==> src/rtl/scan_pkg.sv <==
// Shared types and sizing helpers for the scan chain controller.
package scan_pkg;

  typedef enum logic [2:0] {
    IDLE,
    SHIFT_IN,
    CAPTURE,
    SHIFT_OUT,
    DONE_ST,
    SET
  } scan_state_e;

  // Counter must reach the largest of the three phase lengths minus one.
  function automatic int unsigned cnt_width(input int unsigned chain_len,
                                            input int unsigned capture_cycles,
                                            input int unsigned set_pulse);
    int unsigned m;
    m = chain_len;
    if (capture_cycles > m) m = capture_cycles;
    if (set_pulse > m) m = set_pulse;
    return $clog2(m + 1);
  endfunction

endpackage

==> src/rtl/scan_shift_reg.sv <==
// CHAIN_LEN-wide register: parallel load, right shift (LSB out first) and
// single-bit write at an index, used for both pattern and response words.
module scan_shift_reg #(
  parameter int unsigned WIDTH = 16,
  parameter int unsigned IDX_W = 5
) (
  input  logic             clk,
  input  logic             rst,
  input  logic             load,
  input  logic [WIDTH-1:0] load_data,
  input  logic             shift,
  input  logic             sample,
  input  logic [IDX_W-1:0] idx,
  input  logic             sin,
  output logic [WIDTH-1:0] q
);

  always_ff @(posedge clk) begin
    if (rst) begin
      q <= '0;
    end else if (load) begin
      q <= load_data;
    end else if (shift) begin
      q <= q >> 1;
    end else if (sample) begin
      for (int unsigned i = 0; i < WIDTH; i++) begin
        if (idx == IDX_W'(i)) q[i] <= sin;
      end
    end
  end

endmodule

==> src/rtl/scan_chain_ctrl.sv <==
// Scan chain driver: serial load of a pattern, functional capture, serial
// unload into a response word, plus an active-low preset pulse.
module scan_chain_ctrl
  import scan_pkg::*;
#(
  parameter int unsigned CHAIN_LEN      = 16,
  parameter int unsigned CAPTURE_CYCLES = 1,
  parameter int unsigned SET_PULSE      = 2,
  parameter logic        FILL_BIT       = 1'b0
) (
  input  logic                 CLK,
  input  logic                 RST,
  input  logic                 START,
  input  logic                 PRESET,
  input  logic [CHAIN_LEN-1:0] PAT_IN,
  input  logic                 SO,
  output logic                 SE,
  output logic                 SI,
  output logic                 SETB_N,
  output logic                 BUSY,
  output logic                 DONE,
  output logic [CHAIN_LEN-1:0] RESP_OUT
);

  localparam int unsigned CW = cnt_width(CHAIN_LEN, CAPTURE_CYCLES, SET_PULSE);
  localparam logic [CW-1:0] LEN_LAST = CW'(CHAIN_LEN - 1);
  localparam logic [CW-1:0] CAP_LAST = CW'(CAPTURE_CYCLES - 1);
  localparam logic [CW-1:0] SET_LAST = CW'(SET_PULSE - 1);

  scan_state_e          state, state_n;
  logic [CW-1:0]        cnt, cnt_n;
  logic                 se_n, si_n, setb_n_n, busy_n, done_n;
  logic                 pat_load, pat_shift, resp_sample, resp_publish;
  logic [CHAIN_LEN-1:0] pat_q, resp_q;

  scan_shift_reg #(.WIDTH(CHAIN_LEN), .IDX_W(CW)) u_pat (
    .clk       (CLK),
    .rst       (RST),
    .load      (pat_load),
    .load_data (PAT_IN),
    .shift     (pat_shift),
    .sample    (1'b0),
    .idx       ('0),
    .sin       (1'b0),
    .q         (pat_q)
  );

  scan_shift_reg #(.WIDTH(CHAIN_LEN), .IDX_W(CW)) u_resp (
    .clk       (CLK),
    .rst       (RST),
    .load      (1'b0),
    .load_data ('0),
    .shift     (1'b0),
    .sample    (resp_sample),
    .idx       (cnt),
    .sin       (SO),
    .q         (resp_q)
  );

  // Pin outputs are computed for the next state so they line up with it;
  // SI for the next shift cycle is the bit that the pattern shift will expose.
  always_comb begin
    state_n      = state;
    cnt_n        = cnt;
    se_n         = 1'b0;
    si_n         = 1'b0;
    setb_n_n     = 1'b1;
    done_n       = 1'b0;
    pat_load     = 1'b0;
    pat_shift    = 1'b0;
    resp_sample  = 1'b0;
    resp_publish = 1'b0;
    case (state)
      IDLE: begin
        if (PRESET) begin
          state_n  = SET;
          cnt_n    = '0;
          setb_n_n = 1'b0;
        end else if (START) begin
          state_n  = SHIFT_IN;
          cnt_n    = '0;
          pat_load = 1'b1;
          se_n     = 1'b1;
          si_n     = PAT_IN[0];
        end
      end
      SHIFT_IN: begin
        pat_shift = 1'b1;
        if (cnt == LEN_LAST) begin
          state_n = CAPTURE;
          cnt_n   = '0;
        end else begin
          cnt_n = cnt + CW'(1);
          se_n  = 1'b1;
          si_n  = 1'(pat_q >> 1);
        end
      end
      CAPTURE: begin
        if (cnt == CAP_LAST) begin
          state_n = SHIFT_OUT;
          cnt_n   = '0;
          se_n    = 1'b1;
          si_n    = FILL_BIT;
        end else begin
          cnt_n = cnt + CW'(1);
        end
      end
      SHIFT_OUT: begin
        resp_sample = 1'b1;
        if (cnt == LEN_LAST) begin
          state_n = DONE_ST;
          cnt_n   = '0;
        end else begin
          cnt_n = cnt + CW'(1);
          se_n  = 1'b1;
          si_n  = FILL_BIT;
        end
      end
      DONE_ST: begin
        done_n       = 1'b1;
        resp_publish = 1'b1;
        state_n      = IDLE;
      end
      SET: begin
        if (cnt == SET_LAST) begin
          state_n = IDLE;
          cnt_n   = '0;
        end else begin
          cnt_n    = cnt + CW'(1);
          setb_n_n = 1'b0;
        end
      end
      default: begin
        state_n = IDLE;
        cnt_n   = '0;
      end
    endcase
    busy_n = (state_n != IDLE);
  end

  always_ff @(posedge CLK) begin
    if (RST) begin
      state    <= IDLE;
      cnt      <= '0;
      SE       <= 1'b0;
      SI       <= 1'b0;
      SETB_N   <= 1'b1;
      BUSY     <= 1'b0;
      DONE     <= 1'b0;
      RESP_OUT <= '0;
    end else begin
      state  <= state_n;
      cnt    <= cnt_n;
      SE     <= se_n;
      SI     <= si_n;
      SETB_N <= setb_n_n;
      BUSY   <= busy_n;
      DONE   <= done_n;
      if (resp_publish) RESP_OUT <= resp_q;
    end
  end

endmodule

==> config.mk <==
export PLATFORM = sky130hd
export DESIGN_NAME = scan_chain_ctrl
export DESIGN_NICKNAME = d
export VERILOG_FILES = /design/src/rtl/scan_pkg.sv /design/src/rtl/scan_shift_reg.sv /design/src/rtl/scan_chain_ctrl.sv
export SDC_FILE = /design/constraint.sdc
export NUM_CORES = 1
export LEC_CHECK = 0
export CAP_MARGIN = 10
export CORE_MARGIN = 3
export CORE_UTILIZATION = 57
export CTS_CLUSTER_SIZE = 28
export DETAILED_ROUTE_END_ITERATION = 7
export HOLD_SLACK_MARGIN = 0.05
export PLACE_DENSITY_LB_ADDON = 0.12
export SYNTH_ARGS = -nofsm -noshare
export SYNTH_HDL_FRONTEND = slang
export SYNTH_SLANG_ARGS = --single-unit
==> constraint.sdc <==
create_clock -name CLK -period 2.7 [get_ports CLK]
set_clock_uncertainty 0.05 [all_clocks]
set_input_delay 0.54 -clock CLK [delete_from_list [all_inputs] [get_ports CLK]]
set_output_delay 0.54 -clock CLK [all_outputs]
set_load 0.005 [all_outputs]
### Word-level counts from Yosys, hierarchy flattened

Index checks and enable logic that the tools add are counted.

* add/subtract/negate cells: 1
* multiply operators: 0
* div/mod/pow operators: 0
* magnitude comparators: 0
* equal/unequal tests: 21
* shifts and indexed selects: 0
* muxes and demuxes: 31
* bitwise operators: 1
* reductions and logical operators: 22

Operators with widths (number)
* $eq A5 B4 Y1 const B: 8
* $reduce_and A2 Y1: 17
* $mux W16: 2
* $mux W5: 5
* $pmux W5 S5: 1
* $eq A5 B3 Y1 const B: 4
* $mux W3: 6
* $pmux W3 S5: 1
* $mux W1: 13
* $eq A5 B2 Y1 const B: 2
* $eq A3 B2 Y1 const B: 2
* $eq A3 B3 Y1 const B: 2
* $add A5 B1 Y5 const B: 1
* $eq A5 B1 Y1 const B: 1
* $logic_not A5 Y1: 1
* $pmux W1 S2: 2
* $eq A3 B1 Y1 const B: 1
* $logic_not A3 Y1: 1
* $ne A3 B3 Y1 const B: 1
* $pmux W1 S3: 1
* $reduce_bool A3 Y1: 1
* $reduce_bool A2 Y1: 1
* $reduce_or A2 Y1: 1
* $not A1 Y1: 1

* flip-flop bits (word level): 61
* bits in latches: 0
* memory bits (writable): 0
* ROM bits: 0
* input bits: 21
* output and inout port bits: 21
* logic and storage cells: 101
* memories: 0

### Logic depth before layout (Yosys ltp)

* depth after elaboration: 4
* gate-level depth with buffers: 7
* depth with buffers taken out: 7

### By module

From an unflattened synthesis, not the netlist that was laid out.

* cell total of the unflattened synthesis: 419
* area, all modules: 3637.2 µm²

By module, submodules not included
* scan_shift_reg: instances 2, cells each 129, area an instance 1164.9 µm², sequential area each 320.3 µm²
* scan_chain_ctrl: instances 1, cells each 161, area an instance 1307.5 µm², sequential area each 580.6 µm²

### Worst setup path before layout

No wires, ideal clock.

* kind: flip-flop to flip-flop
* from: register cnt[0]
* to: register cnt[2]
* library setup time: 0.070 ns
* arrival: 1.568 ns
* required time: 2.580 ns
* path slack: 1.012 ns
* stages on the path, launching flop included: 8
* path buffers: 0
* clock period less this slack: 1.688 ns
* path through: dfxtp_1 > ha_1 > and3_1 > ha_1 > nor2b_1 > a22o_1 > o22ai_1 > a21oi_1

* cells in the longest elaborated chain, start to end: 3
* elaborated cells on any way between the ends: 8
* classes of those cells: add/sub (1); eq/ne (2); mux (4); reduce/logical (1)

Ends and longest elaborated chain
* start: declaration: line scan_chain_ctrl.sv:31 `logic [CW-1:0] cnt, cnt_n;`
* start signal: assignment: line scan_chain_ctrl.sv:153 `cnt <= cnt_n;`
* $add A5 B1 Y5, or another cell as far along
* $mux W5, on equally long branches
* $pmux W5 S5 *: line scan_chain_ctrl.sv:73 `case (state)`

Mark *: on every way between the ends. The rest lies on a longest branch, timed or not.
A chain may end at the register's enable or synchronous reset.

### Worst setup path in the final report

* from: input port PRESET
* to: register u_pat.q[14]

* cells in the longest elaborated chain, start to end: 3
* elaborated cells on any way between the ends: 4
* classes of those cells: mux (3); reduce/logical (1)

Ends and longest elaborated chain
* start: declaration: line scan_chain_ctrl.sv:14 `input logic PRESET,`
* $mux W1 *: line scan_chain_ctrl.sv:75 `if (PRESET) begin`
* $mux W1 *: line scan_chain_ctrl.sv:73
* $mux W16 or $reduce_bool A2 Y1 (tied branches)
* end signal: assignment: line scan_shift_reg.sv:22 `q <= load_data;`
* end signal: assignment: line scan_shift_reg.sv:24 `q <= q >> 1;`
* end signal: indexed assignment: line scan_shift_reg.sv:27 `if (idx == IDX_W'(i)) q[i] <= sin;`
* end: declaration: line scan_shift_reg.sv:15 `output logic [WIDTH-1:0] q`

Marked as above.

==> results.yml <==
critical_path:
  cp-startpoint: "PRESET"
  worstReg2RegStart: "cnt[0]$_SDFFE_PP0P_"
  cp_max_fo: 17
  worstPathArrival_ps: 2190
  r2r-end: "cnt[3]$_SDFFE_PP0P_"
  reg2reg_slack_ps: 730
  reg2regPathDepth: 7
  cp-end-kind: "flop"
  crit_path_start_kind: "input port"
  required_ps: 2900
  crit_end: "u_pat.q[14]$_SDFFE_PP0P_"
  crit_type: "input port to flop"
grt:
  grt_pass1_vias: 1904
  antenna_found_initial: 0
  grt_pass1_wl_um: 8710
  grt_overflow: 0
  grt_max_degree: 44
  grtUsageTotal_pct: 20.5
run:
  maxCapViolations: 0
clocking:
  cts_tree: "built"
  path_clk_slew_ps: 70
  root_buffer: "clkbuf_8"
  clock-sinks: 60
  worstSkewPairLatency_ps: 330
  cts_setup_buffers: 0
  ctsHoldBuffers: 0
  cts_htree_levels: 3
  cts_resized: 0
  cts_made_buffers: 9
  cts_max_path_buffers: 2
power:
  pwr-share-seq_pct: 49.6
  p_leak_nw: 1.09
  p_sw_share_pct: 25.7
  powerDensity_nw_per_um2: 587
  p_sw_uw: 486
  vdd_ir_drop_max_uv: 407
  p_int_mw: 1.41
  p_clk_share_pct: 39.1
  power.share.combinational_pct: 11.3
logic_synthesis:
  synth_edf_count: 0
  async_reset_ff_share_pct: 0
  synth-seq-cells: 60
  yosys_warnings: 0
  synth_area_sq_um: 2640
  yosysUniqueCellTypes: 43
  synth.yosys.seq_area_share_pct: 45.5
  synth_nets: 333
  synthCells: 306
  synth-main-ff-cell: "dfxtp_1"
  syn_avg_cell_area_sq_um: 8.63
final_layout:
  layout-drive-gt1-share_pct: 8.96
  nets: 368
  areaGrowthSynthToFinish_pct: 22.0
  layout_common_cells: "dfxtp_1, nand2_1, clkdlybuf4s50_1"
  diodes: 0
  final_common_cell: "dfxtp_1"
  stdcell_area_sq_um: 3220
routing:
  route.detailed.drc: 0
  vias: 2224
  antenna_left: 0
  drtIter0Drc: 100
  routed_via_density: 5.59
  drtPass1Iterations: 4
  wl_per_cell_um: 13.8
  routed_wl_um: 5490
timing:
  layout_min_cycle_time_ps: 1990
  hold_viol: 0
  worst_slew_pin_slew_ps: 661
  clock.fmax_mhz: 503
  slew_violations: 0
  setup_viol: 0
  slew-limit-headroom_pct: 55.8
  rsz0062_at_grt: "no"
  period_share_pct: 73.6
  fin_setup_tns_ps: 0
die:
  io_pins: 42
  fp.dieH_um: 74.1
  die_x_um: 74.1
  initial_core_util_pct: 59.8
  coreArea_sq_um: 4410
  num_rows: 24
  die_area_sq_um: 5480
placement:
  hpwl_um: 3600
  globalplace.congestion: 0.770
  io_buffer_count: 41
  placed_area_sq_um: 3030
run_status:
  status: "complete, no violations"
hold_path:
  hold_path.class: "flop to flop"
  hold_start: "RESP_OUT[10]$_SDFFE_PP0P_"
[registers in the layout, summed over array words and instances (netlist names)]
signal    flops
SI            1
cnt           5
u_resp.q     16
SE            1
u_pat.q      15
state         3
BUSY          1
DONE          1
RESP_OUT     16
SETB_N        1
[power groups by stage]
| stage | sequential, mW | combinational (mW) | clock, mW |
|---|---|---|---|
| finish | 0.938 | 0.214 | 0.739 |
| global route | 0.942 | 0.236 | 0.795 |
| CTS | 0.938 | 0.215 | 0.761 |
| detailed placement | 0.957 | 0.214 | 0 |
| global placement | 0.956 | 0.211 | 0 |
| floorplan | 0.944 | 0.154 | 0 |
[synth_stat cells (3+ instances only)]
| cell type | instances | share of area (%) |
|---|---|---|
| a21oi_1 | 36 | 6.8 |
| buf_4 | 4 | 1.1 |
| clkbuf_1 | 7 | 1.0 |
| ha_1 | 6 | 2.8 |
| nand2_1 | 51 | 7.3 |
| nor2b_1 | 5 | 1.2 |
| nor4_1 | 3 | 0.71 |
| a22oi_1 | 14 | 4.0 |
| buf_2 | 8 | 1.5 |
| nor3_1 | 18 | 3.4 |
| nor2_1 | 30 | 4.3 |
| dfxtp_1 | 60 | 45 |
| nand2b_1 | 5 | 1.2 |
| inv_1 | 6 | 0.85 |
| mux2i_1 | 18 | 6.8 |
[routing by layer]
metal  wire [um]  GRT usage (%)
met3         284           5.81
met2        2630           33.1
met4          68           7.85
met5           0              0
met1        2500           26.2
[worst min-delay path by stage]
stage | endpoint | slack (ps) | cells past startpoint
3_5_place_dp | RESP_OUT[15]$_SDFFE_PP0P_ | 400 | 2
3_3_place_gp | u_pat.q[14]$_SDFFE_PP0P_ | 390 | 2
6_report | RESP_OUT[10]$_SDFFE_PP0P_ | 400 | 2
5_1_grt | RESP_OUT[10]$_SDFFE_PP0P_ | 420 | 2
2_1_floorplan | RESP_OUT[0]$_SDFFE_PP0P_ | 380 | 2
4_1_cts | RESP_OUT[10]$_SDFFE_PP0P_ | 410 | 2
[cell type report]
cell class                 count  area (sq um)
sequential                    60          1200
multi-input combinational    219          1310
tap                           52          65.1
fill                         341          1190
clock inverter                 4          22.5
inverter                       7          26.3
timing repair buffer          44           428
clock buffer                  12           165
[cell families (layout without fill, tap and decap cells)]
| group | Yosys count | after routing | share of synthesized area [%] |
|---|---|---|---|
| compound gates | 64 | 64 | 15.5 |
| xor+xnor | 1 | 1 | 0.332 |
| fa+ha+maj | 6 | 6 | 2.84 |
| buf+inv | 27 | 67 | 4.79 |
| flops | 60 | 60 | 45.5 |
| mux | 19 | 19 | 7.25 |
| simple gates | 129 | 129 | 23.8 |
[worst max-delay path, cell delays in order]
cell	delay (ps)
clkdlybuf4s50_1	490
nor2_1	180
and3_1	590
a22oi_1	220
a21oi_1	170
[stage by stage]
step / instances / power, mW / hold slack (ps) / setup WS [ps] / utilization, %
2_1_floorplan: 306 / 1.10 / 381 / 1010 / -
3_3_place_gp: 382 / 1.17 / 393 / 463 / 68.7
3_5_place_dp: 382 / 1.17 / 395 / 425 / 68.7
6_report: 398 / 1.89 / 403 / 713 / 73.0
5_1_grt: 398 / 1.97 / 423 / 543 / 73.0
4_1_cts: 398 / 1.91 / 406 / 733 / 73.0
Power figures use the tool's default switching activity.
